File: config.mk
export PLATFORM = sky130hd
export DESIGN_NAME = chacha_round_ctrl
export DESIGN_NICKNAME = d
export VERILOG_FILES = /design/src/rtl/chacha_round_ctrl.sv
export SDC_FILE = /design/constraint.sdc
export NUM_CORES = 2
export LEC_CHECK = 0
export ABC_AREA = 1
export CORE_UTILIZATION = 50
export CTS_BUF_LIST = sky130_fd_sc_hd__clkbuf_8
export DETAILED_ROUTE_END_ITERATION = 6
export PLACE_DENSITY = 0.72
export SETUP_SLACK_MARGIN = 0.2
export SLEW_MARGIN = 20
export SYNTH_ARGS = -nofsm -noshare
export SYNTH_HDL_FRONTEND = slang
export SYNTH_SLANG_ARGS = --single-unit
File: constraint.sdc
create_clock -name clk -period 11.3 [get_ports clk]
set_clock_uncertainty 0.15 [all_clocks]
set_input_delay 2.825 -clock clk [delete_from_list [all_inputs] [get_ports clk]]
set_output_delay 2.825 -clock clk [all_outputs]
set_load 0.01 [all_outputs]
File: src/rtl/chacha_round_ctrl.sv
// ChaCha block round controller.
// A single combinational quarterround core is time-shared over the 16-word
// working state, one quarterround per cycle: four column rounds, then four
// diagonal rounds, repeated DR times. A final cycle adds the saved input
// state to produce the keystream block.

module chacha_qr (
    input  logic [31:0] a_in,
    input  logic [31:0] b_in,
    input  logic [31:0] c_in,
    input  logic [31:0] d_in,
    output logic [31:0] a_out,
    output logic [31:0] b_out,
    output logic [31:0] c_out,
    output logic [31:0] d_out
);

    logic [31:0] a, b, c, d;

    // ARX quarterround: add, xor, rotate in the fixed 16/12/8/7 pattern.
    always_comb begin
        // NOTE: blocking assignments here model a dataflow chain; each line
        // sees the value produced by the line above in the same evaluation.
        a = a_in;
        b = b_in;
        c = c_in;
        d = d_in;
        a = a + b; d = d ^ a; d = {d[15:0], d[31:16]};
        c = c + d; b = b ^ c; b = {b[19:0], b[31:20]};
        a = a + b; d = d ^ a; d = {d[23:0], d[31:24]};
        c = c + d; b = b ^ c; b = {b[24:0], b[31:25]};
        a_out = a;
        b_out = b;
        c_out = c;
        d_out = d;
    end

endmodule

module chacha_round_ctrl (
    input  logic         clk,
    input  logic         reset,
    input  logic         init,
    input  logic [4:0]   rounds,
    input  logic [511:0] state_in,
    output logic         ready,
    output logic         valid,
    output logic [511:0] state_out
);

    typedef enum logic [1:0] {
        IDLE   = 2'd0,
        ROUNDS = 2'd1,
        FINAL  = 2'd2
    } state_e;

    state_e              state_q, state_d;
    logic [15:0][31:0]   work_q, work_d;
    logic [15:0][31:0]   saved_q, saved_d;
    logic [3:0]          dr_q, dr_d;
    logic [3:0]          dr_ctr_q, dr_ctr_d;
    logic [2:0]          qr_idx_q, qr_idx_d;
    logic                valid_q, valid_d;
    logic [511:0]        out_q, out_d;

    logic [3:0]          ia, ib, ic, id;
    logic [31:0]         qa, qb, qc, qd;

    // Word slots feeding ports a,b,c,d for the current quarterround.
    always_comb begin
        ia = 4'd0; ib = 4'd4; ic = 4'd8; id = 4'd12;
        case (qr_idx_q)
            3'd0: begin ia = 4'd0; ib = 4'd4; ic = 4'd8;  id = 4'd12; end
            3'd1: begin ia = 4'd1; ib = 4'd5; ic = 4'd9;  id = 4'd13; end
            3'd2: begin ia = 4'd2; ib = 4'd6; ic = 4'd10; id = 4'd14; end
            3'd3: begin ia = 4'd3; ib = 4'd7; ic = 4'd11; id = 4'd15; end
            3'd4: begin ia = 4'd0; ib = 4'd5; ic = 4'd10; id = 4'd15; end
            3'd5: begin ia = 4'd1; ib = 4'd6; ic = 4'd11; id = 4'd12; end
            3'd6: begin ia = 4'd2; ib = 4'd7; ic = 4'd8;  id = 4'd13; end
            3'd7: begin ia = 4'd3; ib = 4'd4; ic = 4'd9;  id = 4'd14; end
            default: ;
        endcase
    end

    chacha_qr u_qr (
        .a_in  (work_q[ia]),
        .b_in  (work_q[ib]),
        .c_in  (work_q[ic]),
        .d_in  (work_q[id]),
        .a_out (qa),
        .b_out (qb),
        .c_out (qc),
        .d_out (qd)
    );

    assign ready     = (state_q == IDLE);
    assign valid     = valid_q;
    assign state_out = out_q;

    // Next-state and datapath update for the IDLE -> ROUNDS -> FINAL sequence.
    always_comb begin
        // NOTE: every *_d gets its hold value first, so branches that do not
        // touch a signal cannot infer a latch.
        state_d  = state_q;
        work_d   = work_q;
        saved_d  = saved_q;
        dr_d     = dr_q;
        dr_ctr_d = dr_ctr_q;
        qr_idx_d = qr_idx_q;
        valid_d  = valid_q;
        out_d    = out_q;

        case (state_q)
            IDLE: begin
                if (init) begin
                    for (int i = 0; i < 16; i++) begin
                        work_d[i]  = state_in[511-32*i -: 32];
                        saved_d[i] = state_in[511-32*i -: 32];
                    end
                    dr_d     = rounds[4:1];
                    valid_d  = 1'b0;
                    qr_idx_d = 3'd0;
                    dr_ctr_d = 4'd0;
                    state_d  = (rounds[4:1] == 4'd0) ? FINAL : ROUNDS;
                end
            end

            ROUNDS: begin
                work_d[ia] = qa;
                work_d[ib] = qb;
                work_d[ic] = qc;
                work_d[id] = qd;
                qr_idx_d   = qr_idx_q + 3'd1;
                if (qr_idx_q == 3'd7) begin
                    dr_ctr_d = dr_ctr_q + 4'd1;
                    if (dr_ctr_q == dr_q - 4'd1) begin
                        state_d = FINAL;
                    end
                end
            end

            FINAL: begin
                for (int i = 0; i < 16; i++) begin
                    out_d[511-32*i -: 32] = work_q[i] + saved_q[i];
                end
                valid_d = 1'b1;
                state_d = IDLE;
            end

            default: state_d = IDLE;
        endcase
    end

    // State registers with synchronous reset.
    always_ff @(posedge clk) begin
        if (reset) begin
            // NOTE: the working and saved state are ordinary flops (not a RAM),
            // and they are cleared on reset so no prior block leaks out.
            state_q  <= IDLE;
            work_q   <= '0;
            saved_q  <= '0;
            dr_q     <= 4'd0;
            dr_ctr_q <= 4'd0;
            qr_idx_q <= 3'd0;
            valid_q  <= 1'b0;
            out_q    <= '0;
        end else begin
            state_q  <= state_d;
            work_q   <= work_d;
            saved_q  <= saved_d;
            dr_q     <= dr_d;
            dr_ctr_q <= dr_ctr_d;
            qr_idx_q <= qr_idx_d;
            valid_q  <= valid_d;
            out_q    <= out_d;
        end
    end

endmodule

# --- Word level (Yosys, flattened, before mapping) ---
# Memories as Yosys holds them, arrays and structs flattened. A register that Yosys moved wholly into a read port is not among the register bits.
# Index checks and enable logic that the tools add are counted.
op_classes:
  n_addsub: 23
  n_lt_le_gt_ge: 8
  n_mux: 36
  eq_ne: 7
  reduce_logical: 13
  bitwise: 4
ops:
  columns: ["operator", "n"]
  rows:
  - ["$bwmux W512", 4]
  - ["$pmux W512 S2", 1]
  - ["$add A32 B32 Y32", 20]
  - ["$bmux W32 S4", 4]
  - ["$demux W32 S4", 4]
  - ["$mux W512", 1]
  - ["$mux W32", 8]
  - ["$xor A32 B32 Y32", 4]
  - ["$lt A4 B5 Y1 const B", 4]
  - ["$ge A4 B1 Y1 const B", 4]
  - ["$mux W3", 3]
  - ["$mux W2", 4]
  - ["$mux W4", 2]
  - ["$pmux W4 S2", 1]
  - ["$ne A2 B2 Y1 const B", 3]
  - ["$pmux W3 S2", 1]
  - ["$reduce_and A2 Y1", 3]
  - ["$reduce_and A3 Y1", 2]
  - ["$add A4 B1 Y4 const B", 1]
  - ["$eq A4 B4 Y1", 1]
  - ["$logic_and A1 B1 Y1", 4]
  - ["$logic_not A4 Y1", 1]
  - ["$pmux W2 S2", 1]
  - ["$reduce_bool A2 Y1", 2]
  - ["other kinds (8)", 8]
word_totals:
  regBits: 1550
  n_memories: 1
  elab_cells: 130
  inputBits: 520
  romBits: 64
memory_table:
  columns: ["name", "depth", "word_bits", "rd", "rd_clocked_by_memory_dff", "write_ports", "line_no", "source"]
  rows:
  - ["(no name shown)", 8, 8, 1, 1, 0, "72", "case (qr_idx_q)"]

# --- Longest topological paths before layout ---
logic_depth:
  depth_word: 14
  mapped_depth: 79

# --- Modules after synthesis ---
# From an unflattened synthesis, not the netlist that was laid out.
hier_totals:
  hier_cells: 17586
  area_unflattened_um2: 108870.7
by_module_without_submodules:
  columns: ["module", "n_inst", "cells_each", "seq_area_each_um2", "area_per_inst_um2"]
  rows:
  - ["chacha_round_ctrl", 1, 16028, 31149.9, 99705.6]
  - ["chacha_qr", 1, 1558, 0.0, 9165.0]

# --- Worst setup path before layout ---
# No wires, ideal clock.
synth_path:
  path_type: "register to register"
  start: "reg, netlist name id[0]"
  end: "reg work_q[157] (netlist bit)"
  t_arrival_ns: 10.204
  path_stages_with_launch: 71
  setup_slack_ns: 0.876
  n_path_buf: 3
  setup_ns: 0.070
  synth_period_minus_slack_ns: 10.424
  cell_sequence: "dfxtp_1 buf_6 inv_2 nand2_1 clkbuf_1 inv_1 clkbuf_1 a22oi_1 o221ai_1 ha_1 fa_1 nand3_1 nand2_1 nand3_1 nand3b_2 a21oi_1 xnor2_1 xnor2_1 [35 not listed] ha_1 inv_1 fa_1 nand3b_1 nand2_1 nand2_1 nand2_1 a21oi_1 o21ai_1 a21oi_1 o21ai_1 a21boi_1 o21ai_1 a21oi_1 xnor2_1 xor2_1 nand2_1 a21oi_1"
synth_via:
  elab_chain_len: 13
  word_cells_on_any_way: 19
  classes_between: "add/sub: 3; order compare: 2; mux: 9; bitwise: 4; reduce/logical: 1"
synth_lines:
  columns: ["element", "line_no", "source"]
  rows:
  - ["$bmux W32 S4", "89", ".d_in (work_q[id]),"]
  - ["$mux W32 (implied by the code)", "89", null]
  - ["$xor A32 B32 Y32", "28", "a = a + b; d = d ^ a; d = {d[15:0], d[31:16]};"]
  - ["$add A32 B32 Y32", "29", "c = c + d; b = b ^ c; b = {b[19:0], b[31:20]};"]
  - ["$xor A32 B32 Y32", "29", null]
  - ["$add A32 B32 Y32", "30", "a = a + b; d = d ^ a; d = {d[23:0], d[31:24]};"]
  - ["$xor A32 B32 Y32", "30", null]
  - ["$add A32 B32 Y32", "31", "c = c + d; b = b ^ c; b = {b[24:0], b[31:25]};"]
  - ["$xor A32 B32 Y32", "31", null]
  - ["$bwmux W512", "130", "work_d[ib] = qb;"]
  - ["$bwmux W512", "131", "work_d[ic] = qc;"]
  - ["$bwmux W512 *", "132", "work_d[id] = qd;"]
  - ["$pmux W512 S2 *", "113", "case (state_q)"]
  - ["end signal: assignment", "169", "work_q <= work_d;"]
  - ["end: declaration", "58", "logic [15:0][31:0] work_q, work_d;"]
# Every way passes the cells marked *; elsewhere a longest branch is shown, timed or not. The select of a mux whose other input is x is not followed.
# A chain may end at the register's enable or synchronous reset.

# --- Worst setup path in the final report ---
layout_path:
  start: "reg, netlist name ia[1]"
  end: "reg work_q[252] (netlist bit)"
layout_via:
  elab_chain_len: 14
  word_cells_on_any_way: 20
  classes_between: "add/sub: 4; order compare: 2; mux: 9; bitwise: 4; reduce/logical: 1"
layout_lines:
  columns: ["element", "line_no", "source"]
  rows:
  - ["$bmux W32 S4", "86", ".a_in (work_q[ia]),"]
  - ["$mux W32 (implied by the code)", "86", null]
  - ["$add A32 B32 Y32", "28", null]
  - ["$xor A32 B32 Y32", "28", null]
  - ["$add A32 B32 Y32", "29", null]
  - ["$xor A32 B32 Y32", "29", null]
  - ["$add A32 B32 Y32", "30", null]
  - ["$xor A32 B32 Y32", "30", null]
  - ["$add A32 B32 Y32", "31", null]
  - ["$xor A32 B32 Y32", "31", null]
  - ["$bwmux W512", "130", null]
  - ["$bwmux W512", "131", null]
  - ["$bwmux W512 *", "132", null]
  - ["$pmux W512 S2 *", "113", null]
# Marks and branches as above.

==> summary.md <==
| Metric | Value |
|---|---|
| Worst-skew pair later-pin latency | `1.10 ns` |
| TritonCTS clock tree | `built` |
| Commonest non-fill, non-tap cell in the layout | `nand2_1` |
| Largest family of logic cells by synthesized area | `compound AO/OA/AOI/OAI gates` |
| Hold Crit Class | `reg -> reg` |
| Critical Path AT | `11.47 ns` |
| Detail Route Antenna Nets | `0` |
| Commonest non-fill, non-tap cells in the layout | `nand2_1, a21oi_1, dfxtp_1` |
| DP Cell Count | `16670` |
| Gpl congestion | `1.118` |
| Vias | `102900` |
| Post-DP HPWL | `332.0 mm` |
| Fin. max-slew vios | `0` |
| Unrepaired setup endpoints after global routing | `no` |
| Layout Cells excl Fill | `17200` |
| GR Util All Layers | `0.4453` |
| Drt pass-1 iters | `7` |
| Worst setup path class | `reg -> reg` |
| Hold Vio Cnt, Final | `0` |
| Min Tclk post-route | `10.66 ns` |
| Failing checks | `design-rule violations` |
| Xor and xnor area share after synthesis | `0.04384` |
| GRT overflow | `0` |
| Cell area after synthesis | `90330 um^2` |
| Seq/Total Area, Yosys | `0.3448` |
| Vias per inst | `5.981` |
| Clock Sinks | `1556` |
| Synthesized flop and latch total | `1556` |
| Initial antenna violation count | `28` |
| Synth area leader | `dfxtp_1` |
| Final setup violation count | `0` |
| Fin crit share | `0.9430` |
| Root Driver | `clkbuf_8` |
| Slowest-stage cell, CP | `fa_2` |
| Main area contributors after synthesis | `dfxtp_1, nand2_1, a21oi_1, ha_1, inv_1` |
| 1st-iter DRT viols | `12640` |
| Syn Nets | `14150` |
| I/O pins | `1034` |
| Worst reg2reg setup slack | `0.64 ns` |
| Pre-CTS setup slack | `-0.3997 ns` |
| Port Buffers | `1032` |
| Simple-gate share of the synthesized area | `0.2136` |
| Die X | `427.0 um` |
| Worst Max-Slew Pin Slew | `1.180 ns` |
| Cells after synthesis | `12990` |
| Layout cells sized above 1 | `0.1155` |
| Die height | `427.0 um` |
| Syn_area_per_cell | `6.955 um^2` |
| Worst-case clock buffer depth | `4` |
| Wire per inst | `24.79 um` |
| Initial Util | `0.5046` |
| Die ar. | `182400 um^2` |
| Mux share of post-synthesis cell area | `0` |
| CTS clk-pin slew, worst paths | `0.06 ns` |
| Fin nets | `15810` |
| Worst Path Max Fanout | `7` |
| Rows | `155` |
| Adder-Cell Fraction of Synth Area | `0.09045` |
| H-Tree Depth | `5` |
| Post-synth ARST share | `0` |
| EDFF count, synth | `0` |
| Critical Path Start Type | `flip-flop` |
| Vias in the first global route | `94520` |
| Final setup margin | `0.6442 ns` |
| Most common cell type on the critical path | `nand2_2` |
| Largest net degree at the start of global routing | `195` |
| Max-Cap Viols | `0` |
| Yosys warning count | `0` |
| Achievable Freq | `93.85 MHz` |
| Critical Path Max Stage Delay | `0.41 ns` |
| Core ar. | `179000 um^2` |
| Compound-Gate Fraction of Synth Area | `0.2350` |
| Drt total wl | `426.5 mm` |
| Top cell type's share of synthesized area | `0.3448` |
| Status | `complete, but fails checks` |
| Slew headroom | `0.2131` |
| First-pass GRT wire length | `604.8 mm` |
| Area grow syn2layout | `27.94%` |
| CP required | `12.11 ns` |
| Distinct cell type count after synthesis | `70` |
| Fin Hold WS | `0.3106 ns` |
| CP endpoint kind | `flip-flop` |
| Main synth FF type | `dfxtp_1` |
| Total CTS buffers | `286` |
| DRC viols | `6` |
-- cells in the mapped netlist, drive strengths merged (2+ instances only) --
library cell	instances
ha	621
a211oi	66
o21bai	42
a2111oi	31
nor2	904
o22ai	87
a21oi	2000
o31ai	25
dfxtp	1556
nor3	40
xnor2	200
a22oi	86
a31oi	349
and2	11
a21boi	60
a21o	20
nor3b	3
nand2	3407
o21ai	858
and3	3
o211ai	34
nor4	40
a22o	32
inv	1156
or2	12
xor2	235
nand3	320
a221oi	55
o21a	43
o221ai	23
clkbuf	522
nand3b	23
clkinv	6
nand4	42
fa	20
buf	43
a31o	6
o41ai	2
-- metal layers --
layer / track usage / vias up / part of all wire
met4: 0.3508 / 8 / 0.092
met5: 0 / - / 0.00012
li1: - / 47060 / -
met2: 0.6629 / 6227 / 0.42
met3: 0.09844 / 1505 / 0.10
met1: 0.5556 / 48090 / 0.38
-- stage by stage --
| stage | setup TNS (ns) | area, um^2 | utilization |
|---|---|---|---|
| after floorplan | 0 | 90330 | - |
| after global placement | -8.667 | 108400 | 0.6055 |
| after detailed placement | -19.34 | 108400 | 0.6055 |
| after CTS | 0 | 114000 | 0.6366 |
| after global routing | 0 | 115600 | 0.6456 |
| final | 0 | 115600 | 0.6456 |
-- area by class of cell --
class | count | area, um^2
tap | 2355 | 2947
clock buffer | 341 | 4693
antenna | 15 | 37.54
sequential | 1556 | 31150
timing repair buffer | 1934 | 17560
clock inverter | 135 | 719.4
inverter | 1162 | 4398
fill | 16110 | 63430
multi-input combinational | 9705 | 54060
-- sequential cells by signal, indices dropped and copies added, names as in the netlist --
name,cells
saved_q,512
state_out,512
work_q,512
dr_ctr_q,4
dr_q,4
qr_idx_q,3
ic,2
id,2
state_q,2
ia,1
ib,1
valid,1
-- repair_timing --
| action | CTS | global route |
|---|---|---|
| setup buffers | 4 | 35 |
| resized for setup | 31 | 250 |
| hold buffers | 0 | 0 |
| pin swaps | 6 | 95 |
| gates cloned | 0 | 0 |
| endpoints found under the setup margin | 161 | 217 |
-- worst paths after layout --
kind / startpoint / endpoint / depth (start not counted)
setup / recovery: ia[1] / work_q[252] / 75
hold / removal: state_out[212] / state_out[212] / 2
setup reg to reg: ia[1] / work_q[252] / 75
hold reg to reg: state_out[212] / state_out[212] / 2
-- critical path: cells and delay by family (launching register included) --
family	cells	cell delay (ns)
fa+ha+maj	5	1.46
flops	1	0.35
compound gates	17	2.67
buf+inv	15	2.04
xor+xnor	6	1.02
simple gates	32	2.82
-- logic make-up after synthesis --
| family | after synthesis |
|---|---|
| xor gates and xnor gates | 435 |
| buffers and inverters | 1728 |
| DFF | 1556 |
| AOI/OAI and AO/OA | 3822 |
| adders and majority gates | 641 |
| and+or+nand+nor | 4807 |
Power is left out: the tool's default activity adds up to more than one toggle a clock period on the data nets, which glitch-free logic cannot reach.
